[config.mk]
export PLATFORM = sky130hd
export DESIGN_NAME = mul_arbiter_flat
export DESIGN_NICKNAME = d
export VERILOG_FILES = /design/src/rtl/gpioemu_pkg.sv /design/src/rtl/mul_arbiter_if.sv /design/src/rtl/mul_shift_add.sv /design/src/rtl/mul_arbiter.sv /design/src/flat_wrapper.sv
export SDC_FILE = /design/constraint.sdc
export NUM_CORES = 1
export LEC_CHECK = 0
export CAP_MARGIN = 5
export CORE_MARGIN = 8
export CORE_UTILIZATION = 42
export CTS_CLUSTER_DIAMETER = 80
export DETAILED_ROUTE_END_ITERATION = 10
export PLACE_DENSITY_LB_ADDON = 0.08
export SETUP_SLACK_MARGIN = 0.02
export SYNTH_ARGS = -nofsm -noshare
export SYNTH_HDL_FRONTEND = slang
export SYNTH_HIERARCHICAL = 1
export SYNTH_SLANG_ARGS = --single-unit
[constraint.sdc]
create_clock -name clk -period 4.97 [get_ports clk]
set_input_delay 0.994 -clock clk [delete_from_list [all_inputs] [get_ports clk]]
set_output_delay 0.994 -clock clk [all_outputs]
set_load 0.02 [all_outputs]
[src/rtl/gpioemu_pkg.sv]
// rtl/gpioemu_pkg.sv - shared types and constants for the two-requester multiplier arbiter
package gpioemu_pkg;

    localparam int MUL_W = 24;
    localparam int POP_W = 6;

    typedef enum logic [1:0] {
        IDLE,
        MULT,
        COUNT,
        DONE
    } state_t;

endpackage

[src/rtl/mul_arbiter_if.sv]
// rtl/mul_arbiter_if.sv - request/grant and result bundle between requesters and the arbiter
interface mul_arbiter_if #(
    parameter int MUL_W = gpioemu_pkg::MUL_W
);

    logic [1:0]                    req;
    logic [MUL_W-1:0]              a1_0;
    logic [MUL_W-1:0]              a2_0;
    logic [MUL_W-1:0]              a1_1;
    logic [MUL_W-1:0]              a2_1;
    logic [1:0]                    gnt;
    logic [1:0]                    done;
    logic [31:0]                   w;
    logic [gpioemu_pkg::POP_W-1:0] l;
    logic                          valid;
    logic                          busy;

    modport master (
        output req, a1_0, a2_0, a1_1, a2_1,
        input  gnt, done, w, l, valid, busy
    );

    modport slave (
        input  req, a1_0, a2_0, a1_1, a2_1,
        output gnt, done, w, l, valid, busy
    );

endinterface

[src/rtl/mul_shift_add.sv]
// rtl/mul_shift_add.sv - sequential shift-add multiplier, one partial product per step
module mul_shift_add #(
    parameter int MUL_W = gpioemu_pkg::MUL_W
) (
    input  logic                 clk,
    input  logic                 reset,
    input  logic                 start,
    input  logic                 clear,
    input  logic                 step,
    input  logic [MUL_W-1:0]     a1,
    input  logic [MUL_W-1:0]     a2,
    output logic [2*MUL_W-1:0]   product
);

    localparam int PROD_W = 2 * MUL_W;

    // Multiplicand is kept full product width so the left shifts never lose bits.
    logic [PROD_W-1:0] mcand;
    logic [MUL_W-1:0]  mplier;
    logic [PROD_W-1:0] acc;

    // Load operands on start; each step adds the shifted multiplicand when the current multiplier LSB is set.
    always_ff @(posedge clk) begin
        if (reset) begin
            mcand  <= '0;
            mplier <= '0;
            acc    <= '0;
        end else begin
            if (clear) begin
                acc <= '0;
            end else if (step && mplier[0]) begin
                acc <= acc + mcand;
            end

            if (start) begin
                mcand  <= PROD_W'(a1);
                mplier <= a2;
            end else if (step) begin
                mcand  <= mcand << 1;
                mplier <= mplier >> 1;
            end
        end
    end

    assign product = acc;

endmodule

[src/rtl/mul_arbiter.sv]
// rtl/mul_arbiter.sv - round-robin arbiter sharing one shift-add multiplier between two requesters
module mul_arbiter #(
    parameter int MUL_W = gpioemu_pkg::MUL_W
) (
    input  logic          clk,
    input  logic          reset,
    mul_arbiter_if.slave  bus
);

    import gpioemu_pkg::*;

    localparam int CNT_W  = $clog2(MUL_W);
    localparam int PROD_W = 2 * MUL_W;

    state_t             state;
    logic [CNT_W-1:0]   step_cnt;
    logic               last_gnt;
    logic               owner;
    logic [POP_W-1:0]   pop_cnt;
    logic [POP_W-1:0]   pop_next;

    logic [1:0]         gnt_r;
    logic [1:0]         done_r;
    logic [31:0]        w_r;
    logic [POP_W-1:0]   l_r;
    logic               valid_r;
    logic               busy_r;

    logic               grant;
    logic               pick;
    logic               step;
    logic [MUL_W-1:0]   a1_sel;
    logic [MUL_W-1:0]   a2_sel;
    logic [PROD_W-1:0]  product;

    // Round-robin choice: on a tie the requester not granted last wins; otherwise whoever is asking.
    assign grant  = (state == IDLE) && (|bus.req);
    assign pick   = (bus.req == 2'b11) ? ~last_gnt : bus.req[1];
    assign a1_sel = pick ? bus.a1_1 : bus.a1_0;
    assign a2_sel = pick ? bus.a2_1 : bus.a2_0;
    assign step   = (state == MULT);

    mul_shift_add #(
        .MUL_W(MUL_W)
    ) u_mul (
        .clk     (clk),
        .reset   (reset),
        .start   (grant),
        .clear   (grant),
        .step    (step),
        .a1      (a1_sel),
        .a2      (a2_sel),
        .product (product)
    );

    // Popcount of the low product word, registered during COUNT.
    always_comb begin
        pop_next = '0;
        for (int i = 0; i < 32; i++) begin
            pop_next = pop_next + POP_W'(product[i]);
        end
    end

    // Job sequencer: IDLE grants, MULT runs a fixed MUL_W steps, COUNT latches the popcount, DONE publishes results.
    always_ff @(posedge clk) begin
        if (reset) begin
            state    <= IDLE;
            step_cnt <= '0;
            last_gnt <= 1'b1;
            owner    <= 1'b0;
            pop_cnt  <= '0;
            gnt_r    <= '0;
            done_r   <= '0;
            w_r      <= '0;
            l_r      <= '0;
            valid_r  <= 1'b0;
            busy_r   <= 1'b0;
        end else begin
            gnt_r  <= '0;
            done_r <= '0;
            case (state)
                IDLE: begin
                    if (grant) begin
                        gnt_r    <= pick ? 2'b10 : 2'b01;
                        owner    <= pick;
                        last_gnt <= pick;
                        step_cnt <= '0;
                        busy_r   <= 1'b1;
                        state    <= MULT;
                    end
                end
                MULT: begin
                    step_cnt <= step_cnt + 1'b1;
                    if (step_cnt == CNT_W'(MUL_W - 1)) begin
                        state <= COUNT;
                    end
                end
                COUNT: begin
                    pop_cnt <= pop_next;
                    state   <= DONE;
                end
                DONE: begin
                    w_r     <= product[31:0];
                    l_r     <= pop_cnt;
                    valid_r <= ~|product[PROD_W-1:32];
                    done_r  <= owner ? 2'b10 : 2'b01;
                    busy_r  <= 1'b0;
                    state   <= IDLE;
                end
                default: begin
                    state <= IDLE;
                end
            endcase
        end
    end

    assign bus.gnt   = gnt_r;
    assign bus.done  = done_r;
    assign bus.w     = w_r;
    assign bus.l     = l_r;
    assign bus.valid = valid_r;
    assign bus.busy  = busy_r;

endmodule

[src/flat_wrapper.sv]
// flat-port wrapper written by rule: the top's interface ports become plain ports
module mul_arbiter_flat import gpioemu_pkg::*;
#(
    parameter int MUL_W = gpioemu_pkg::MUL_W
)
  (clk, reset, bus_req, bus_a1_0, bus_a2_0, bus_a1_1, bus_a2_1, bus_gnt, bus_done, bus_w, bus_l, bus_valid, bus_busy);
  mul_arbiter_if #(.MUL_W(MUL_W)) bus_i ();
  input  logic clk;
  input  logic reset;
  input wire logic [$bits(bus_i.req)-1:0] bus_req;
  input wire logic [$bits(bus_i.a1_0)-1:0] bus_a1_0;
  input wire logic [$bits(bus_i.a2_0)-1:0] bus_a2_0;
  input wire logic [$bits(bus_i.a1_1)-1:0] bus_a1_1;
  input wire logic [$bits(bus_i.a2_1)-1:0] bus_a2_1;
  output wire logic [$bits(bus_i.gnt)-1:0] bus_gnt;
  output wire logic [$bits(bus_i.done)-1:0] bus_done;
  output wire logic [$bits(bus_i.w)-1:0] bus_w;
  output wire logic [$bits(bus_i.l)-1:0] bus_l;
  output wire logic [$bits(bus_i.valid)-1:0] bus_valid;
  output wire logic [$bits(bus_i.busy)-1:0] bus_busy;
  assign bus_i.req = bus_req;
  assign bus_i.a1_0 = bus_a1_0;
  assign bus_i.a2_0 = bus_a2_0;
  assign bus_i.a1_1 = bus_a1_1;
  assign bus_i.a2_1 = bus_a2_1;
  assign bus_gnt = bus_i.gnt;
  assign bus_done = bus_i.done;
  assign bus_w = bus_i.w;
  assign bus_l = bus_i.l;
  assign bus_valid = bus_i.valid;
  assign bus_busy = bus_i.busy;
  mul_arbiter #(.MUL_W(MUL_W)) u_core (.clk(clk), .reset(reset), .bus(bus_i));
endmodule
==> results.yml <==
place:
  buffer_ports.inserted: 143
  hpwl_mm: 20.0
  place.detailed.instances: 1639
  dpl_cell_area_sq_um: 12300
  gp_congestion: 0.926
clock_network:
  clock_tree_from_tritoncts: "yes"
  total_number_of_h_tree_levels: 4
  clk-insertion-delay-late_ns: 0.43
  cts_buffers: 17
  cts_sinks: 179
  clkTransAtPathRegs_ns: 0.07
  cts_max_path_buffers: 2
  cts.root.buffer_cell: "sky130_fd_sc_hd__clkbuf_16"
  cts_hold_buffers_added: 0
critical_path:
  crit-reg2reg-launch: "u_core/u_mul/product[0]"
  crit_path_max_fanout: 2
  critPathArrivalTime_ns: 5.11
  worst-setup-path-type: "reg -> reg"
  worst_setup_end_kind: "flop"
  crit_start: "u_core/u_mul/product[0]"
  cp-start-kind: "flop"
  required_time_at_the_endpoint_of_the_critical_path_ns: 5.28
synthesis:
  synth-seq-cells: 179
  postSynth.topFlopCell: "sky130_fd_sc_hd__dfxtp_1"
  syn_area_sq_um: 10700
  synth-warning-count: 6
  synthesis.nets: 1406
  synth-seq-area-share_pct: 33.6
  synth-edff-count: 0
  asyncSetResetFlopFracSynth_pct: 0
  number_of_instances_in_the_synthesized_netlist: 1222
  synthDistinctLibCells: 66
  syn_avg_cell_area_sq_um: 8.73
die:
  core-area_sq_um: 25000
  std_cell_rows: 58
  chipWidth_um: 175
  ios: 144
  fp.dieArea_sq_um: 30700
  initial_utilization_pct: 42.6
  die_h_um: 175
timing:
  final-hold-violation-count: 0
  worstMarginPinSlew_ns: 0.904
  maximum_clock_frequency_mhz: 209
  layout_worst_path_cycle_share_pct: 96.4
  timing.final.setup_violations: 0
  rsz0062_at_grt: "false"
  max_slew_margin_pct: 39.7
  setup_tns_ns: 0
  worst_case_clock_skew_ns: 0.0110
  layout_min_cycle_time_ns: 4.79
  drv_slew: 0
  final.hold.worst_slack_ns: 0.455
route:
  postRouteWirelength_mm: 27.5
  avgRoutedWirePerCell_um: 16.4
  drt_first_pass_iters: 5
  initial_drc_count: 537
  vias_after_detailed_routing: 8805
  viasPerCell: 5.27
  ant_nets: 0
  post-route-drc-count: 0
global_routing:
  tot_gr_track_use_pct: 18.1
  maximum_number_of_pins_on_one_net_before_global_route_repair: 98
  grt_pass1_wl_mm: 45.6
  grt_remaining_overflow: 0
  grt_antenna_before_repair: 0
  first_global_vias: 8792
flow_run:
  cap_viol_max_count: 0
cells_and_area:
  antenna-diode-count: 0
  final_layout_size_suffix_gt1_share_pct: 8.80
  design.final.nets: 1512
  postLayoutCoreUtil_pct: 51.7
  layout-area-overhead-vs-synth_pct: 21.4
  layoutNonFillerInstCount: 1671
  finalInstanceArea_sq_um: 12900
run_status:
  outcome: "finished, final reports clean"
worst_hold_path:
  holdCritPathClass: "reg -> reg"
  hold_path_startpoint: "u_core/owner"
power:
  power.static_leakage_nw: 5.21
  powerDensity_nw_per_um2: 349
  peakVddDrop_mv: 0.219
power breakdown:
part | switching, mW | internal [mW] | total, mW
Combinational | 0.837 | 0.608 | 1.45
Sequential | 0.118 | 1.57 | 1.69
Clock | 0.627 | 0.761 | 1.39
sequential cells by signal, summed over array words and instances (netlist names):
signal	flops
u_core/bus.busy	1
u_core/bus.w	32
u_core/u_mul/product	48
u_core/bus.valid	1
u_core/bus.l	6
u_core/state	2
u_core/bus.gnt	2
u_core/step_cnt	5
u_core/last_gnt	1
u_core/u_mul/mcand	48
u_core/owner	1
u_core/bus.done	2
u_core/pop_cnt	6
u_core/u_mul/mplier	24
synth_stat cells, types with 6 or more instances:
cell type / count / share of area, %
sky130_fd_sc_hd__nor2_1: 191 / 6.7
sky130_fd_sc_hd__o21a_1: 11 / 0.77
sky130_fd_sc_hd__and3_1: 9 / 0.53
sky130_fd_sc_hd__xnor2_1: 30 / 2.5
sky130_fd_sc_hd__mux2_2: 48 / 5.1
sky130_fd_sc_hd__nor3_1: 9 / 0.42
sky130_fd_sc_hd__a31oi_1: 11 / 0.65
sky130_fd_sc_hd__o21bai_1: 9 / 0.63
sky130_fd_sc_hd__clkbuf_1: 54 / 1.9
sky130_fd_sc_hd__o21ai_0: 31 / 1.5
sky130_fd_sc_hd__fa_1: 25 / 4.7
sky130_fd_sc_hd__xor2_1: 14 / 1.1
sky130_fd_sc_hd__a22o_1: 15 / 1.2
sky130_fd_sc_hd__nand4_1: 6 / 0.35
sky130_fd_sc_hd__mux2i_1: 112 / 11
sky130_fd_sc_hd__inv_1: 45 / 1.6
sky130_fd_sc_hd__nor3b_1: 7 / 0.49
sky130_fd_sc_hd__a21oi_1: 127 / 6.0
sky130_fd_sc_hd__a211oi_1: 11 / 0.77
sky130_fd_sc_hd__a21o_1: 26 / 1.8
sky130_fd_sc_hd__dfxtp_1: 179 / 34
sky130_fd_sc_hd__ha_1: 59 / 6.9
sky130_fd_sc_hd__buf_2: 8 / 0.38
sky130_fd_sc_hd__nand2_1: 87 / 3.1
sky130_fd_sc_hd__nand3_1: 14 / 0.66
per-layer routing:
layer	routed length [um]	vias up	track usage, %
li1	-	4492	-
met1	13900	4075	26.0
met2	11700	212	26.8
met3	1530	26	3.74
met4	319	0	5.09
met5	0	-	0
final timing paths:
| check | end | slack, ns | depth (start not counted) |
|---|---|---|---|
| hold reg to reg | u_core/bus.done[0] | 0.45 | 1 |
| setup / recovery | u_core/pop_cnt[4] | 0.18 | 16 |
| hold / removal | u_core/bus.done[0] | 0.45 | 1 |
| setup reg to reg | u_core/pop_cnt[4] | 0.18 | 16 |
layout make-up:
| cell class | instances | area [sq um] |
|---|---|---|
| timing repair buffer | 156 | 1530 |
| inverter | 45 | 169 |
| clock buffer | 18 | 429 |
| tap | 330 | 413 |
| multi-input combinational | 929 | 6650 |
| clock inverter | 14 | 165 |
| fill | 2415 | 12100 |
| sequential | 179 | 3590 |
cell families (layout without fill, tap and decap cells):
kind of cell	count (synthesis)	count (layout)	share of synthesized area, %
AOI/OAI and AO/OA	279	279	16.5
adders and majority gates	84	84	11.6
xor gates and xnor gates	44	44	3.61
DFF	179	179	33.6
buffers and inverters	114	233	4.28
and+or+nand+nor	362	362	14.8
muxes	160	160	15.6
stage by stage:
step	total power, mW	setup slack (ns)
final	4.52	0.177
after detailed placement	3.17	0.133
after CTS	4.57	0.110
after floorplan	2.81	0.247
after global routing	4.81	0.0151
after global placement	3.17	0.188
cells in the final DEF, fill, tap and decap left out, types with 5 or more instances in the layout:
master,synthesis,routed
sky130_fd_sc_hd__o21ai_0,31,31
sky130_fd_sc_hd__buf_4,5,14
sky130_fd_sc_hd__a21o_1,26,26
sky130_fd_sc_hd__mux2_2,48,48
sky130_fd_sc_hd__o31ai_1,5,5
sky130_fd_sc_hd__ha_1,59,57
sky130_fd_sc_hd__or4_1,5,5
sky130_fd_sc_hd__a22o_1,15,15
sky130_fd_sc_hd__dfxtp_1,179,176
sky130_fd_sc_hd__and2_1,5,5
sky130_fd_sc_hd__nand3_1,14,14
sky130_fd_sc_hd__o21a_1,11,11
sky130_fd_sc_hd__o21bai_1,9,9
sky130_fd_sc_hd__xor2_1,14,14
sky130_fd_sc_hd__a211oi_1,11,11
sky130_fd_sc_hd__nand4_1,6,6
sky130_fd_sc_hd__clkbuf_16,0,17
sky130_fd_sc_hd__nand2_1,87,87
sky130_fd_sc_hd__xnor2_1,30,30
sky130_fd_sc_hd__inv_6,0,6
sky130_fd_sc_hd__nor3b_1,7,7
sky130_fd_sc_hd__nor3_1,9,9
sky130_fd_sc_hd__a31oi_1,11,11
sky130_fd_sc_hd__inv_1,45,44
sky130_fd_sc_hd__a21oi_1,127,127
sky130_fd_sc_hd__nor4_1,5,5
sky130_fd_sc_hd__or2_2,5,5
sky130_fd_sc_hd__nor2_1,191,191
sky130_fd_sc_hd__mux2i_1,112,112
sky130_fd_sc_hd__fa_1,25,24
sky130_fd_sc_hd__clkdlybuf4s50_1,0,142
sky130_fd_sc_hd__and3_1,9,9
critical path: stages (launching register included):
cell and delay, ns:
sky130_fd_sc_hd__dfxtp_1 0.33, sky130_fd_sc_hd__inv_1 0.06, sky130_fd_sc_hd__fa_1 0.54, sky130_fd_sc_hd__inv_1 0.06
sky130_fd_sc_hd__fa_1 0.54, sky130_fd_sc_hd__fa_1 0.45, sky130_fd_sc_hd__fa_1 0.50, sky130_fd_sc_hd__fa_1 0.51
sky130_fd_sc_hd__inv_1 0.05, sky130_fd_sc_hd__fa_1 0.42, sky130_fd_sc_hd__inv_1 0.06, sky130_fd_sc_hd__ha_1 0.15
sky130_fd_sc_hd__inv_1 0.05, sky130_fd_sc_hd__fa_1 0.41, sky130_fd_sc_hd__nor2b_2 0.16, sky130_fd_sc_hd__o21ai_0 0.09
sky130_fd_sc_hd__a311o_1 0.31
what timing repair did:
| action | in CTS | in global routing |
|---|---|---|
| buffers inserted | 0 | 0 |
| resized for setup | 0 | 5 |
| setup endpoints to repair | 0 | 2 |
(Power assumes the default switching activity.)
